## config.mk

```make
export PLATFORM = sky130hd
export DESIGN_NAME = clk_phase_seq
export DESIGN_NICKNAME = d
export VERILOG_FILES = /design/src/rtl/clk_phase_seq.sv
export SDC_FILE = /design/constraint.sdc
export NUM_CORES = 1
export LEC_CHECK = 0
export CAP_MARGIN = 20
export CORE_AREA = 2 2 51 53
export DETAILED_ROUTE_END_ITERATION = 8
export DIE_AREA = 0 0 53 55
export GPL_TIMING_DRIVEN = 1
export MAX_ROUTING_LAYER = met4
export PLACE_DENSITY_LB_ADDON = 0.3
export SYNTH_ARGS = -nofsm -noshare
export SYNTH_HDL_FRONTEND = slang
export SYNTH_SLANG_ARGS = --single-unit
```

## constraint.sdc

```tcl
create_clock -name CLK -period 2.97 [get_ports CLK]
set_input_delay 0.594 -clock CLK [delete_from_list [all_inputs] [get_ports CLK]]
set_output_delay 0.594 -clock CLK [all_outputs]
set_load 0.005 [all_outputs]
```

## src/rtl/clk_phase_seq.sv

```systemverilog
// SM83 phase-clock generator: oscillator start-up, reset release sequencing,
// programmable sub-phases per machine cycle and STOP/WAKE clock freeze.
module clk_phase_seq #(
  parameter int PHASES        = 8,
  parameter int STABLE_CYCLES = 16,
  parameter int RESET_HOLD    = 4,
  parameter int PW            = $clog2(PHASES)
) (
  input  logic          CLK,
  input  logic          RESET,
  input  logic          STOP_REQ,
  input  logic          WAKE,
  output logic          OSC_ENA,
  output logic          OSC_STABLE,
  output logic          CLK_ENA,
  output logic          ASYNC_RESET,
  output logic          SYNC_RESET,
  output logic [PW-1:0] PHASE,
  output logic          MCYCLE_STB,
  output logic          ADR_CLK_P,
  output logic          ADR_CLK_N,
  output logic          DATA_CLK_P,
  output logic          DATA_CLK_N,
  output logic          INC_CLK_P,
  output logic          INC_CLK_N,
  output logic          MAIN_CLK_P,
  output logic          MAIN_CLK_N,
  output logic          LATCH_CLK
);

  if ((PHASES % 4) != 0 || PHASES < 4 || STABLE_CYCLES < 1 || RESET_HOLD < 1) begin : g_param_check
    $fatal(1, "clk_phase_seq: illegal parameter set");
  end

  localparam int SW = $clog2(STABLE_CYCLES + 1);
  localparam int HW = $clog2(RESET_HOLD + 1);
  localparam logic [PW-1:0] Q1   = PW'(PHASES / 4);
  localparam logic [PW-1:0] Q2   = PW'(PHASES / 2);
  localparam logic [PW-1:0] Q3   = PW'((3 * PHASES) / 4);
  localparam logic [PW-1:0] LAST = PW'(PHASES - 1);

  typedef enum logic [2:0] {OFF, START, RESETTING, RUN, STOPPED} state_t;

  state_t        state_q, state_n;
  logic [SW-1:0] settle_q, settle_n;
  logic [HW-1:0] hold_q, hold_n;
  logic [PW-1:0] phase_n, phase_inc;
  logic          wrap;
  logic          osc_ena_n, osc_stable_n, clk_ena_n, async_n, sync_n;
  logic          adr_n, data_n, inc_n, main_n, latch_n;

  always_comb begin
    state_n      = state_q;
    settle_n     = settle_q;
    hold_n       = hold_q;
    phase_n      = PHASE;
    osc_ena_n    = OSC_ENA;
    osc_stable_n = OSC_STABLE;
    clk_ena_n    = CLK_ENA;
    async_n      = ASYNC_RESET;
    sync_n       = SYNC_RESET;
    wrap         = (PHASE == LAST);
    phase_inc    = wrap ? '0 : PHASE + PW'(1);

    unique case (state_q)
      OFF: begin
        state_n   = START;
        osc_ena_n = 1'b1;
        settle_n  = '0;
      end
      START: begin
        settle_n = settle_q + SW'(1);
        if (settle_n == SW'(STABLE_CYCLES)) begin
          state_n      = RESETTING;
          osc_stable_n = 1'b1;
          clk_ena_n    = 1'b1;
          async_n      = 1'b0;
          phase_n      = '0;
          hold_n       = '0;
        end
      end
      RESETTING: begin
        phase_n = phase_inc;
        if (wrap) begin
          if (hold_q == HW'(RESET_HOLD - 1)) begin
            state_n = RUN;
            sync_n  = 1'b0;
          end else begin
            hold_n = hold_q + HW'(1);
          end
        end
      end
      RUN: begin
        phase_n = phase_inc;
        if (wrap && STOP_REQ) begin
          state_n   = STOPPED;
          clk_ena_n = 1'b0;
        end
      end
      STOPPED: begin
        phase_n = '0;
        if (WAKE) begin
          state_n   = RUN;
          clk_ena_n = 1'b1;
        end
      end
      default: state_n = OFF;
    endcase

    // Decode from the next-cycle phase so the registered clocks line up with PHASE.
    adr_n   = clk_ena_n && (phase_n < Q2);
    data_n  = clk_ena_n && (phase_n >= Q1) && (phase_n < Q3);
    inc_n   = clk_ena_n && (phase_n >= Q2);
    main_n  = clk_ena_n && ((phase_n >= Q3) || (phase_n < Q1));
    latch_n = clk_ena_n && (phase_n == LAST);
  end

  always_ff @(posedge CLK) begin
    if (RESET) begin
      state_q     <= OFF;
      settle_q    <= '0;
      hold_q      <= '0;
      OSC_ENA     <= 1'b0;
      OSC_STABLE  <= 1'b0;
      CLK_ENA     <= 1'b0;
      ASYNC_RESET <= 1'b1;
      SYNC_RESET  <= 1'b1;
      PHASE       <= '0;
      MCYCLE_STB  <= 1'b0;
      ADR_CLK_P   <= 1'b0;
      ADR_CLK_N   <= 1'b1;
      DATA_CLK_P  <= 1'b0;
      DATA_CLK_N  <= 1'b1;
      INC_CLK_P   <= 1'b0;
      INC_CLK_N   <= 1'b1;
      MAIN_CLK_P  <= 1'b0;
      MAIN_CLK_N  <= 1'b1;
      LATCH_CLK   <= 1'b0;
    end else begin
      state_q     <= state_n;
      settle_q    <= settle_n;
      hold_q      <= hold_n;
      OSC_ENA     <= osc_ena_n;
      OSC_STABLE  <= osc_stable_n;
      CLK_ENA     <= clk_ena_n;
      ASYNC_RESET <= async_n;
      SYNC_RESET  <= sync_n;
      PHASE       <= phase_n;
      MCYCLE_STB  <= latch_n;
      ADR_CLK_P   <= adr_n;
      ADR_CLK_N   <= ~adr_n;
      DATA_CLK_P  <= data_n;
      DATA_CLK_N  <= ~data_n;
      INC_CLK_P   <= inc_n;
      INC_CLK_N   <= ~inc_n;
      MAIN_CLK_P  <= main_n;
      MAIN_CLK_N  <= ~main_n;
      LATCH_CLK   <= latch_n;
    end
  end

endmodule

```

==> flow_metrics.env <==
export IMPL_status="finished, final reports clean"
export IMPL_cts_tree="yes"
export IMPL_via_per_inst=5.64
export IMPL_netlist_area_sq_um=1240
export IMPL_tightest_slew_ns=0.750
export IMPL_power_density_nw_per_um2=397
export IMPL_place_hpwl_mm=1.80
export IMPL_numClockSinks=28
export IMPL_crit_path_frequent_cell="ha_1"
export IMPL_routabilityCongestion=0.801
export IMPL_cts_resized=0
export IMPL_cts_buffers=3
export IMPL_final_cell_area_sq_um=1480
export IMPL_reg2regPathDepth=6
export IMPL_worstSkewPairLatency_ns=0.33
export IMPL_crit_type="flip-flop to flip-flop"
export IMPL_crit_path_end_kind="flip-flop"
export IMPL_cts_root_buffer="clkbuf_4"
export IMPL_final_setup_viol_count=0
export IMPL_irDropWorstVdd_mv=0.306
export IMPL_grt_pass1_vias=1007
export IMPL_num_rows=18
export IMPL_hold_viol=0
export IMPL_synth_edf_count=0
export IMPL_crit_path_top_delay_cell="or4_1"
export IMPL_overflow=0
export IMPL_layoutNonFillerInstCount=195
export IMPL_synth_commonest_cells="dfxtp_1, nand2_1, a21oi_1, nor2_1, nand3_1"
export IMPL_cp_endpoint="hold_q[0]"
export IMPL_synth_seq_area_share=0.453
export IMPL_crit_buf_inv=1
export IMPL_yosysMostFrequentCell="dfxtp_1"
export IMPL_drt_wl_total_mm=2.45
export IMPL_fin_worst_skew_ns=0.0120
export IMPL_grt_pass1_wl_mm=4.23
export IMPL_nNetsFinal=175
export IMPL_clk_pin_slew_ns=0.15
export IMPL_antenna_cells=0
export IMPL_synth_area_leaders="dfxtp_1, a21oi_1, nand2_1, ha_1, nor2_1"
export IMPL_reg2reg_from="PHASE[0]"
export IMPL_syn_num_nets=157
export IMPL_grt_use_total=0.202
export IMPL_first_pass_iters=4
export IMPL_fmax_mhz=510
export IMPL_path_delay_family="simple AND/OR/NAND/NOR gates"
export IMPL_yosys_area_top_type="dfxtp_1"
export IMPL_path_cells="ha_1, ha_1, inv_1, or4_1, or2_1, a21oi_2"
export IMPL_synth_warnings=0
export IMPL_power_leakage_nw=0.558
export IMPL_syn_avg_cell_area_sq_um=8.37
export IMPL_hp_class="flip-flop to flip-flop"
export IMPL_critPathMaxStageDelay_ns=0.60
export IMPL_report_final_slew_viol_count=0
export IMPL_cts_hold_buf=0
export IMPL_setup_tns_ns=0
export IMPL_rrSetupSlack_ns=1.01
export IMPL_vias=1099
export IMPL_cp_start_kind="flip-flop"
export IMPL_fin_crit_ns=1.96
export IMPL_maxCapViolCount=0
export IMPL_synthCells=148
export IMPL_relSlewSlack=0.498
export IMPL_post_place_cells=191
export IMPL_area_delta_synth_final_pct=19.8
export IMPL_initial_core_util=0.524
export IMPL_drt_iter0_drc=27
export IMPL_cts_setup_buffers=0
export IMPL_synth_top_flop_cell="dfxtp_1"
export IMPL_synth_async_reset_ratio=0
export IMPL_die_area_sq_um=2920
export IMPL_regToRegEndpoint="hold_q[0]"
export IMPL_core_area_sq_um=2360
export IMPL_synth_top_cell_area_share=0.453
export IMPL_rsz0062_at_grt="false"
export IMPL_post_route_util=0.628
export IMPL_p_total_mw=0.590
export IMPL_grt_start_max_net_pins=21
export IMPL_htree_levels=1
export IMPL_antenna_found_initial=0
export IMPL_routedWlPerCell_um=12.6
export IMPL_die_x_um=53
export IMPL_placed_area_sq_um=1450
export IMPL_io_buffers=21
export IMPL_synth_seq_cells=28
export IMPL_critPathLaunch="PHASE[0]"
export IMPL_cp_required_ns=3.22
export IMPL_drc=0
export IMPL_ios=22
export IMPL_min_from="OSC_STABLE"
export IMPL_cp_depth=6
export IMPL_clockBufferDepth=2
export IMPL_postRouteAntennaNets=0
export IMPL_drive_gt1_frac=0.0788
export IMPL_yosysUniqueCellTypes=35
export IMPL_die_h_um=55
export IMPL_critPathMaxFanout=6
export IMPL_arrival_ns=2.21
export IMPL_fillCellCount=217
export IMPL_period_share=0.660
logic make-up after synthesis:
logic type,share of synthesized area
buf+inv,0.0495
flops,0.453
simple gates,0.250
fa+ha+maj,0.0505
compound gates,0.179
mux,0.0192
report_power, final:
part	switching (mW)	internal [mW]	total, mW
clock	0.107	0.0750	0.182
combinational	0.0128	0.0103	0.0231
sequential	0.00571	0.379	0.385
registers in the layout, summed over array words and instances (netlist names), 3 cells and up:
signal,cells
hold_q,3
PHASE,3
settle_q,5
state_q,3
layout make-up:
class | instances | area [sq um] | share of cell area
tap | 30 | 37.5 | 0.0253
inverter | 6 | 22.5 | 0.0152
multi-input combinational | 106 | 617 | 0.416
timing repair buffer | 21 | 210 | 0.142
sequential | 28 | 561 | 0.378
clock buffer | 4 | 36.3 | 0.0245
through the flow:
stage / worst slack [ns] / hold slack (ns)
after detailed placement: 0.814 / 0.449
after CTS: 1.01 / 0.485
after global routing: 0.880 / 0.516
after floorplan: 1.21 / 0.442
final: 1.01 / 0.480
after global placement: 0.869 / 0.438
layer usage:
metal / routed length (um) / global-route usage
met1: 1090 / 0.242
met2: 1160 / 0.338
met3: 168 / 0.0323
met4: 31 / 0.0940
met5: 0 / -
layout by cell type, fill, tap and decap left out:
cell type	n
nand2b_1	3
and3_1	3
nor4_2	1
a21oi_2	1
o21ai_0	5
a21oi_1	15
a21o_1	5
a311o_1	1
inv_1	5
clkbuf_4	3
clkdlybuf4s50_1	21
nor2_1	15
a31o_2	2
nor3b_1	1
nor2b_1	1
or2_2	1
clkbuf_8	1
or4_1	1
mux2i_2	1
nand3_1	10
o22ai_1	3
a31oi_1	3
inv_2	1
or2_1	1
nand2_1	17
nand3_2	1
o21ai_1	2
nor3_2	1
nand3b_1	1
dfxtp_1	28
mux2i_1	1
nor3_1	3
ha_1	5
nand4_1	2
worst reg2reg max path, stage by stage, from the launching register on:
cell and delay (ns):
dfxtp_1 0.43, ha_1 0.18, ha_1 0.19, inv_1 0.08, or4_1 0.60, or2_1 0.26, a21oi_2 0.14
how the worst min path moves through the flow:
| stage | endpoint | slack (ns) | cells past startpoint |
|---|---|---|---|
| 4_1_cts | hold_q[1] | 0.49 | 2 |
| 5_1_grt | ASYNC_RESET | 0.52 | 1 |
| 3_5_place_dp | SYNC_RESET | 0.45 | 1 |
| 2_1_floorplan | OSC_STABLE | 0.44 | 2 |
| 3_3_place_gp | OSC_STABLE | 0.44 | 2 |
| 6_report | OSC_STABLE | 0.48 | 2 |
Note: power is estimated with default switching activity, not from simulation.
